==> src/rtl/robot_motion_ctrl_if.sv <==
// robot_motion_ctrl_if: UART-side command strobe in, event byte out with valid/ready.
interface robot_motion_ctrl_if;
    logic [7:0] cmd_data;
    logic       cmd_valid;
    logic [7:0] evt_data;
    logic       evt_valid;
    logic       evt_ready;
    modport master (output cmd_data, cmd_valid, evt_ready, input evt_data, evt_valid);
    modport slave (input cmd_data, cmd_valid, evt_ready, output evt_data, evt_valid);
endinterface

==> src/rtl/robot_motion_ctrl.sv <==
// robot_motion_ctrl: line-following two-wheel servo controller with UART commands and events.
module robot_motion_ctrl #(
    parameter int PWM_PERIOD   = 2000000,
    parameter int PULSE_MID    = 150000,
    parameter int PULSE_DELTA  = 50000,
    parameter int CROSS_FRAMES = 3,
    parameter int TURN_MIN     = 10,
    parameter int TURN_MAX     = 100,
    parameter int LOST_MAX     = 25
) (
    input  logic                clk,
    input  logic                reset,
    input  logic [2:0]          sensor,
    robot_motion_ctrl_if.slave  bus,
    output logic [1:0]          servo,
    output logic [2:0]          state
);
    localparam int CW = $clog2(PWM_PERIOD);
    localparam logic [CW-1:0] W_STOP = CW'(PULSE_MID);
    localparam logic [CW-1:0] W_HI = CW'(PULSE_MID + PULSE_DELTA);
    localparam logic [CW-1:0] W_LO = CW'(PULSE_MID - PULSE_DELTA);
    localparam logic [CW-1:0] LAST = CW'(PWM_PERIOD - 1);
    localparam logic [15:0] C_MAX = 16'(CROSS_FRAMES);
    localparam logic [15:0] T_MIN = 16'(TURN_MIN);
    localparam logic [15:0] T_MAX = 16'(TURN_MAX);
    localparam logic [15:0] L_MAX = 16'(LOST_MAX);

    typedef enum logic [2:0] {IDLE = 3'd0, FOLLOW = 3'd1, CROSS = 3'd2, TURN_L = 3'd3, TURN_R = 3'd4} st_t;

    st_t           st, st_n;
    logic [2:0]    s1, s2;
    logic [CW-1:0] cnt, wl, wr, wl_n, wr_n;
    logic [15:0]   cross_cnt, lost_cnt, turn_cnt, cross_n, lost_n, turn_n;
    logic          fs, hit, ev;
    logic [7:0]    ev_byte;

    assign state = st;

    always_comb begin
        fs = cnt == '0;
        st_n = st;
        cross_n = cross_cnt;
        lost_n = lost_cnt;
        turn_n = turn_cnt;
        hit = 1'b0;
        ev = 1'b0;
        ev_byte = 8'h00;
        // right wheel is mirrored: its forward pulse is the short one
        wl_n = W_STOP;
        wr_n = W_STOP;
        if (st == TURN_L) begin
            wl_n = W_LO;
            wr_n = W_LO;
        end else if (st == TURN_R) begin
            wl_n = W_HI;
            wr_n = W_HI;
        end else if (st == FOLLOW) begin
            wl_n = (s2 == 3'b000) ? wl : (s2 == 3'b100 || s2 == 3'b110) ? W_STOP : W_HI;
            wr_n = (s2 == 3'b000) ? wr : (s2 == 3'b001 || s2 == 3'b011) ? W_STOP : W_LO;
        end
        if (bus.cmd_valid) begin
            if (bus.cmd_data == 8'h53) begin
                hit = 1'b1;
                st_n = IDLE;
                ev = 1'b1;
                ev_byte = 8'h53;
            end else if (bus.cmd_data == 8'h46 && (st == IDLE || st == CROSS)) begin
                hit = 1'b1;
                st_n = FOLLOW;
            end else if (st == CROSS && (bus.cmd_data == 8'h4C || bus.cmd_data == 8'h52)) begin
                hit = 1'b1;
                st_n = (bus.cmd_data == 8'h4C) ? TURN_L : TURN_R;
            end
        end
        // an accepted command pre-empts the frame decision of the same cycle
        if (fs && !hit && st == FOLLOW) begin
            if (s2 == 3'b111) begin
                cross_n = cross_cnt + 16'd1;
                lost_n = '0;
                if (cross_n >= C_MAX) begin
                    st_n = CROSS;
                    ev = 1'b1;
                    ev_byte = 8'h43;
                end
            end else begin
                cross_n = '0;
                lost_n = (s2 == 3'b000) ? lost_cnt + 16'd1 : '0;
                if (lost_n >= L_MAX) begin
                    st_n = IDLE;
                    ev = 1'b1;
                    ev_byte = 8'h58;
                end
            end
        end else if (fs && !hit && (st == TURN_L || st == TURN_R)) begin
            turn_n = turn_cnt + 16'd1;
            if (turn_n >= T_MIN && s2[1]) begin
                st_n = FOLLOW;
                ev = 1'b1;
                ev_byte = 8'h54;
            end else if (turn_n >= T_MAX) begin
                st_n = IDLE;
                ev = 1'b1;
                ev_byte = 8'h45;
            end
        end
        if (st_n != st) begin
            cross_n = '0;
            lost_n = '0;
            turn_n = '0;
        end
    end

    // servo is registered, so the pulse trails the counter by one cycle
    // and the width loaded at frame start governs the whole frame
    always_ff @(posedge clk) begin
        if (reset) begin
            s1 <= '0;
            s2 <= '0;
            cnt <= '0;
            wl <= W_STOP;
            wr <= W_STOP;
            servo <= 2'b00;
            st <= IDLE;
            cross_cnt <= '0;
            lost_cnt <= '0;
            turn_cnt <= '0;
            bus.evt_valid <= 1'b0;
            bus.evt_data <= 8'h00;
        end else begin
            s1 <= sensor;
            s2 <= s1;
            cnt <= (cnt == LAST) ? '0 : cnt + 1'b1;
            if (fs) begin
                wl <= wl_n;
                wr <= wr_n;
            end
            servo <= {cnt < wl, cnt < wr};
            st <= st_n;
            cross_cnt <= cross_n;
            lost_cnt <= lost_n;
            turn_cnt <= turn_n;
            bus.evt_valid <= ev | (bus.evt_valid & ~bus.evt_ready);
            if (ev) bus.evt_data <= ev_byte;
        end
    end
endmodule

==> src/flat_wrapper.sv <==
// flat-port wrapper written by rule: the top's interface ports become plain ports
module robot_motion_ctrl_flat 
#(
    parameter int PWM_PERIOD   = 2000000,
    parameter int PULSE_MID    = 150000,
    parameter int PULSE_DELTA  = 50000,
    parameter int CROSS_FRAMES = 3,
    parameter int TURN_MIN     = 10,
    parameter int TURN_MAX     = 100,
    parameter int LOST_MAX     = 25
)
  (clk, reset, sensor, servo, state, bus_cmd_data, bus_cmd_valid, bus_evt_ready, bus_evt_data, bus_evt_valid);
  robot_motion_ctrl_if bus_i ();
  input  logic clk;
  input  logic reset;
  input  logic [2:0] sensor;
  output logic [1:0] servo;
  output logic [2:0] state;
  input wire logic [$bits(bus_i.cmd_data)-1:0] bus_cmd_data;
  input wire logic [$bits(bus_i.cmd_valid)-1:0] bus_cmd_valid;
  input wire logic [$bits(bus_i.evt_ready)-1:0] bus_evt_ready;
  output wire logic [$bits(bus_i.evt_data)-1:0] bus_evt_data;
  output wire logic [$bits(bus_i.evt_valid)-1:0] bus_evt_valid;
  assign bus_i.cmd_data = bus_cmd_data;
  assign bus_i.cmd_valid = bus_cmd_valid;
  assign bus_i.evt_ready = bus_evt_ready;
  assign bus_evt_data = bus_i.evt_data;
  assign bus_evt_valid = bus_i.evt_valid;
  robot_motion_ctrl #(.PWM_PERIOD(PWM_PERIOD), .PULSE_MID(PULSE_MID), .PULSE_DELTA(PULSE_DELTA), .CROSS_FRAMES(CROSS_FRAMES), .TURN_MIN(TURN_MIN), .TURN_MAX(TURN_MAX), .LOST_MAX(LOST_MAX)) u_core (.clk(clk), .reset(reset), .sensor(sensor), .bus(bus_i), .servo(servo), .state(state));
endmodule
==> config.mk <==
export PLATFORM = sky130hd
export DESIGN_NAME = robot_motion_ctrl_flat
export DESIGN_NICKNAME = d
export VERILOG_FILES = /design/src/rtl/robot_motion_ctrl_if.sv /design/src/rtl/robot_motion_ctrl.sv /design/src/flat_wrapper.sv
export SDC_FILE = /design/constraint.sdc
export NUM_CORES = 1
export LEC_CHECK = 0
export ABC_AREA = 1
export CORE_ASPECT_RATIO = 0.6
export CORE_MARGIN = 4
export CORE_UTILIZATION = 39
export CTS_CLUSTER_DIAMETER = 80
export DETAILED_ROUTE_END_ITERATION = 8
export PLACE_DENSITY = 0.59
export SYNTH_ARGS = -nofsm -noshare
export SYNTH_HDL_FRONTEND = slang
export SYNTH_SLANG_ARGS = --single-unit
export TNS_END_PERCENT = 100
==> constraint.sdc <==
create_clock -name clk -period 2.8 [get_ports clk]
set_input_delay 0.28 -clock clk [delete_from_list [all_inputs] [get_ports clk]]
set_output_delay 0.28 -clock clk [all_outputs]
set_load 0.005 [all_outputs]
Word level (Yosys, flattened, before mapping)
Index checks and enable logic that the tools add are counted.

Bits in registers: 131. Bits of input ports: 15. Output and inout port bits: 14.

$add $sub $neg: 4. $lt $le $gt $ge: 6. Equality and inequality tests: 16. Multiplexer cells: 47. Bitwise operators: 4. Reductions and logical operators: 19.

Operator list (count): 21-bit two-way mux (8); 8-bit two-way mux (8); 16-bit by 1-bit adder with 16-bit output, second input constant (3); 16-bit two-way mux (3); 21-bit less-than comparator (2); 3-bit two-way mux (12); 8-bit by 7-bit == test with 1-bit output, second input constant (4); 21-bit by 1-bit adder with 21-bit output, second input constant (1); 21-bit == test, second input constant (1); 21-bit logical NOT (1); 18-bit two-way mux (1); 17-bit two-way mux (1); 16-bit by 2-bit greater-or-equal comparator with 1-bit output, second input constant (1); 16-bit by 4-bit greater-or-equal comparator with 1-bit output, second input constant (1); 16-bit by 5-bit greater-or-equal comparator with 1-bit output, second input constant (1); 16-bit by 7-bit greater-or-equal comparator with 1-bit output, second input constant (1); 1-bit two-way mux (13); 3-bit == test, second input constant (4); 3-bit by 2-bit == test with 1-bit output, second input constant (3); 7-bit two-way mux (1); 3-bit by 1-bit == test with 1-bit output, second input constant (2); 1-bit logical AND (6); 3-bit logical NOT (2); 1-bit logical OR (5); 8 further kinds (11).

Logic depth before layout (Yosys ltp)
Depth after elaboration: 14. Mapped depth: 19. Depth with buffers taken out: 17.

Worst setup path before layout
No wires, ideal clock.

Kind: register -> register. From: reg u_core.turn_cnt[1]. To: reg u_core.cross_cnt[15]. Setup time: 0.073 ns. Arrival time: 2.174 ns. Data required time: 2.727 ns. Slack: 0.553 ns. Stages on the path, launching flop included: 18. Buffers on the path: 2. Period minus slack after synthesis: 2.247 ns. Cells stage by stage: dfxtp_1 > ha_1 > nand2_1 > nor2_2 > nand2_1 > xor2_1 > nand2_1 > nor2_1 > nand2_1 > o21ai_1 > nand2_1 > clkinv_1 > nand2_1 > nand2_1 > nand3_2 > buf_4 > buf_6 > nor3_2.

Word-level cells in the longest chain between the ends: 8.

Ends and longest elaborated chain: start, declared (RTL line robot_motion_ctrl.sv:33) `logic [15:0] cross_cnt, lost_cnt, turn_cnt, cross_n, lost_n, turn_n;`; start signal, assigned (RTL line robot_motion_ctrl.sv:141) `turn_cnt <= turn_n;`; 16-bit by 1-bit adder with 16-bit output (*) (RTL line robot_motion_ctrl.sv:95) `turn_n = turn_cnt + 16'd1;`; 16-bit by 7-bit greater-or-equal comparator with 1-bit output or 16-bit by 4-bit greater-or-equal comparator with 1-bit output (tied branches) (RTL line robot_motion_ctrl.sv:100, robot_motion_ctrl.sv:96); 3-bit two-way mux or 1-bit logical AND (tied branches) (RTL line robot_motion_ctrl.sv:100, robot_motion_ctrl.sv:96); 3-bit two-way mux (*) (RTL line robot_motion_ctrl.sv:96) `if (turn_n >= T_MIN && s2[1]) begin`; 3-bit two-way mux (*) (RTL line robot_motion_ctrl.sv:94) `end else if (fs && !hit && (st == TURN_L || st == TURN_R)) begin`; 3-bit two-way mux (*) (RTL line robot_motion_ctrl.sv:76) `if (fs && !hit && st == FOLLOW) begin`; 3-bit inequality test (*) (RTL line robot_motion_ctrl.sv:106) `if (st_n != st) begin`; 2-bit OR reduction (no line) (*); end signal, assigned (RTL line robot_motion_ctrl.sv:139) `cross_cnt <= cross_n;`; end, declared (RTL line robot_motion_ctrl.sv:33).

Mark *: on every way between the ends. The rest lies on a longest branch, timed or not. A chain may end at the register's enable or synchronous reset.

Worst setup path in the final report
From: reg u_core.lost_cnt[1]. To: reg u_core.lost_cnt[10].

Word-level cells in the longest chain between the ends: 8.

Ends and longest elaborated chain: start, declared (RTL line robot_motion_ctrl.sv:33); start signal, assigned (RTL line robot_motion_ctrl.sv:140) `lost_cnt <= lost_n;`; 16-bit by 1-bit adder with 16-bit output (*) (RTL line robot_motion_ctrl.sv:87) `lost_n = (s2 == 3'b000) ? lost_cnt + 16'd1 : '0;`; 16-bit two-way mux (*) (RTL line robot_motion_ctrl.sv:87); 16-bit by 5-bit greater-or-equal comparator with 1-bit output (RTL line robot_motion_ctrl.sv:88) `if (lost_n >= L_MAX) begin`; 3-bit two-way mux (RTL line robot_motion_ctrl.sv:88); 3-bit two-way mux (RTL line robot_motion_ctrl.sv:77) `if (s2 == 3'b111) begin`; 3-bit two-way mux (RTL line robot_motion_ctrl.sv:76); 3-bit inequality test (RTL line robot_motion_ctrl.sv:106); 2-bit OR reduction (no line).

Marked as above.

==> summary.md <==
| Metric | Value |
|---|---|
| Worst Path Required | `just over 3 ns` |
| # fillers | `1,583` |
| Cell repeated most along the worst path | `nand2_1` |
| CP cell instances | `ha_2 > nand2_2 > nor2_4 > nand2_1 > inv_1 > nand3_1 > nand3_1 > nand2_1 > nor2_2 > nand3_2 > nand2_2 > nand2_1 > nor2_1 > nand2_1 > nand2_2 > nand3_4 > buf_12 > nor3_1` |
| Number of synthesized flops with an enable pin | `0` |
| Fin Clk Skew | `0.0176 ns` |
| Clock share of power | `43.6%` |
| Maximum clock frequency | `~380 MHz` |
| Starting Density | `between 40 and 50%` |
| NetSw | `794 µW` |
| Synth warn | `0` |
| Number of global-route vias before repair | `5,329` |
| Clock Latency Late Sink | `0.36 ns` |
| H-Tree Depth | `3` |
| Avg Cell Area, Syn | `6.63 µm²` |
| Initial drt markers | `554` |
| Final Hold Fails | `0` |
| TritonCTS clock tree | `done` |
| Global-route wire length before repair | `27,700 µm` |
| P per Cell Area | `394 mW/mm²` |
| Worst path buffer plus inverter count | `2` |
| Non-Filler Instances | `1,192` |
| Hold crit path type | `flip-flop to flip-flop` |
| Max VDD drop | `roughly 0.00024 V` |
| Combinational share of power | `just over 8%` |
| Met3 wire length | `between 1000 and 1500 µm` |
| Final-report max-slew violation count | `0` |
| Vias per Instance | `5.17` |
| Critical path's slowest cell | `dfxtp_1` |
| Startpoint types | `flip-flop` |
| Crit Path Class | `flip-flop to flip-flop` |
| Run status | `completed` |
| Setup Viol. Count Final | `0` |
| Internal power | `2130 µW` |
| CP endpoint kind | `flip-flop` |
| Syn-to-layout area delta | `19.5%` |
| Worst-path clk slew | `about 0.08 ns` |
| DR DRC count | `0` |
| Synth Register Bits | `97` |
| Die Wd | `171 µm` |
| Seq pwr share | `48.3%` |
| Fin crit period | `2.64 ns` |
| Synth Cell Area | `0.00621 mm²` |
| Total gr overflow | `0` |
| IO buf count | `26` |
| Most frequent cells in the layout | `195 x nand2_1, 118 x inv_1, 101 x nor2_1, 89 x dfxtp_1, 73 x nand3_1` |
| Crit-path max cell delay | `0.38 ns` |
| Layout Utilization | `48.0%` |
| CTS Buffer Depth | `2` |
| Initial antenna violation count | `0` |
| CP max FO | `16` |
| Met2 wire len | `between 5000 and 6000 µm` |
| Die Y | `106 µm` |
| Tcrit/Tclk final | `94.1%` |
| Routed WL per cell | `between 10 and 15 µm` |
| Antenna Violating Nets Remaining | `0` |
| Row count | `35` |
| Top Ports | `29` |
| Hold_buf cts | `0` |
| Ant. Diodes | `0` |
| All-layer global routing usage | `around a fifth` |
| Gpl congestion | `0.895` |
| Delay-heaviest family, CP | `simple AND/OR/NAND/NOR gates` |
| Most used DFF post-synth | `dfxtp_1` |
| Commonest non-fill, non-tap cell in the layout | `nand2_1` |
| Via count | `between 6k and 7k` |
| Die footprint | `0.0181 mm²` |
| DRT Pass-1 Iters | `5` |
| Total wire length | `roughly 17,000 µm` |
| LEAKAGE | `0.00310 µW` |
| Final #Nets | `1,027` |
| M1 wire length | `9530 µm` |
| Uppermost layer routed | `met4` |
| Share of synthesized registers carrying an async set or reset | `0%` |
| Placed cells | `1,167` |
| Pin count of the biggest net entering global routing | `33` |
| Max-Cap Viols | `0` |
| Mapped Cells | `937` |
| Share of layout cells above drive strength 1 | `between 10 and 15%` |
| Clock sinks | `just under 100` |
| CORE AREA | `0.0155 mm²` |
| Root Driver | `clkbuf_16` |
| Detailed Place HPWL | `about 12,000 µm` |
| Switch share | `27.1%` |
| RSZ-0062 raised after global routing | `yes` |
| Crit path DAT | `2.90 ns` |
| Sequential share of the synthesized area | `31.3%` |
| Yosys cell types | `43` |
| TritonCTS buffer count | `9` |
## worst paths after layout
check | startpoint | to | slack, ns | depth (start not counted)
max | u_core.lost_cnt[1]$_SDFFE_PP0P_ | u_core.lost_cnt[10]$_SDFFE_PP0P_ | 0.16 | 18
min | u_core.s1[1]$_SDFF_PP0_ | u_core.s2[1]$_SDFF_PP0_ | 0.41 | 2
max reg2reg | u_core.lost_cnt[1]$_SDFFE_PP0P_ | u_core.lost_cnt[10]$_SDFFE_PP0P_ | 0.16 | 18
min reg2reg | u_core.s1[1]$_SDFF_PP0_ | u_core.s2[1]$_SDFF_PP0_ | 0.41 | 2
## metrics by stage
stage                     worst slack, ns  TNS (ns)  hold WS, ns  power (µW)  area [µm²]
after global routing              -0.0817     -1.82        0.427        3070        7420
after CTS                          0.0280         0        0.409        2950        7130
after global placement             0.0463         0        0.391        1660        6820
after detailed placement           0.0499         0        0.397        1660        6820
after floorplan                     0.553         0        0.387        1580        6210
final                               0.164         0        0.405        2930        7420
## power groups by stage
stage | clock network [µW] | logic (µW) | registers, µW
after floorplan | 0 | 140 | 1440
after global placement | 0 | 217 | 1450
after detailed placement | 0 | 217 | 1450
after CTS | 1320 | 218 | 1410
after global routing | 1380 | 267 | 1420
final | 1280 | 237 | 1410
## synthesized netlist by cell type, drive strengths merged (5+ instances only)
cell type | instances | share of area (%)
nand2 | 207 | 13
inv | 124 | 7.5
nor2 | 124 | 8.4
dfxtp | 97 | 31
nand3 | 82 | 7.0
nor3 | 60 | 6.4
o21ai | 60 | 5.0
a21oi | 35 | 2.8
ha | 28 | 5.6
nand4 | 25 | 2.6
buf | 15 | 1.8
a22oi | 12 | 1.5
clkbuf | 11 | 0.66
o21bai | 8 | 0.97
xor2 | 8 | 1.1
nor4 | 7 | 0.71
nor3b | 6 | 0.73
o211ai | 5 | 0.60
## state kept, by name (all words and copies together) (netlist names)
register              cells
u_core.bus.evt_data       6
u_core.bus.evt_valid      1
u_core.turn_cnt          16
u_core.cross_cnt         16
u_core.wl                 5
u_core.wr                 5
u_core.cnt               21
u_core.servo              2
u_core.s2                 3
u_core.s1                 3
u_core.state              3
u_core.lost_cnt          16
## cell families (layout without fill, tap and decap cells)
| family | after synthesis | in the layout | share of synthesized area (%) |
|---|---|---|---|
| AND/OR/NAND/NOR | 520 | 520 | 39.6 |
| buffers and inverters | 152 | 203 | 10.1 |
| AO/OA/AOI/OAI | 129 | 129 | 11.9 |
| flip-flops | 97 | 97 | 31.3 |
| adder cells (fa/ha/maj) | 28 | 28 | 5.64 |
| XOR/XNOR | 9 | 9 | 1.27 |
| other | 1 | 2 | 0.0604 |
| multiplexers | 1 | 1 | 0.161 |
## layer usage
layer,vias to the layer above,global-route usage [%]
met3,13,4.35
met2,217,22.8
li1,3197,-
met4,0,4.35
met5,-,0
met1,2738,31.9
## worst register-to-register path, cell delays in order (launching register included)
cell and delay, ns:
dfxtp_1 0.38, ha_2 0.22, nand2_2 0.10, nor2_4 0.14, nand2_1 0.12, inv_1 0.08
nand3_1 0.06, nand3_1 0.11, nand2_1 0.08, nor2_2 0.14, nand3_2 0.16, nand2_2 0.14
nand2_1 0.06, nor2_1 0.10, nand2_1 0.10, nand2_2 0.10, nand3_4 0.15, buf_12 0.20
nor3_1 0.15
## area by class of cell
type / instances / area, µm² / share of cell area, %
inverter: 126 / 477 / 6.42
tap: 203 / 254 / 3.42
multi-input combinational: 689 / 3800 / 51.2
clock buffer: 9 / 225 / 3.03
clock inverter: 7 / 83.8 / 1.13
sequential: 97 / 1950 / 26.3
timing repair buffer: 61 / 628 / 8.46
## timing repair
item / in CTS / in global routing
setup buffers: 0 / 5
endpoints found under the hold margin: 0 / 0
gates resized for setup: 0 / 48
setup endpoints to repair: 0 / 54
Note: power is estimated with default switching activity, not from simulation.
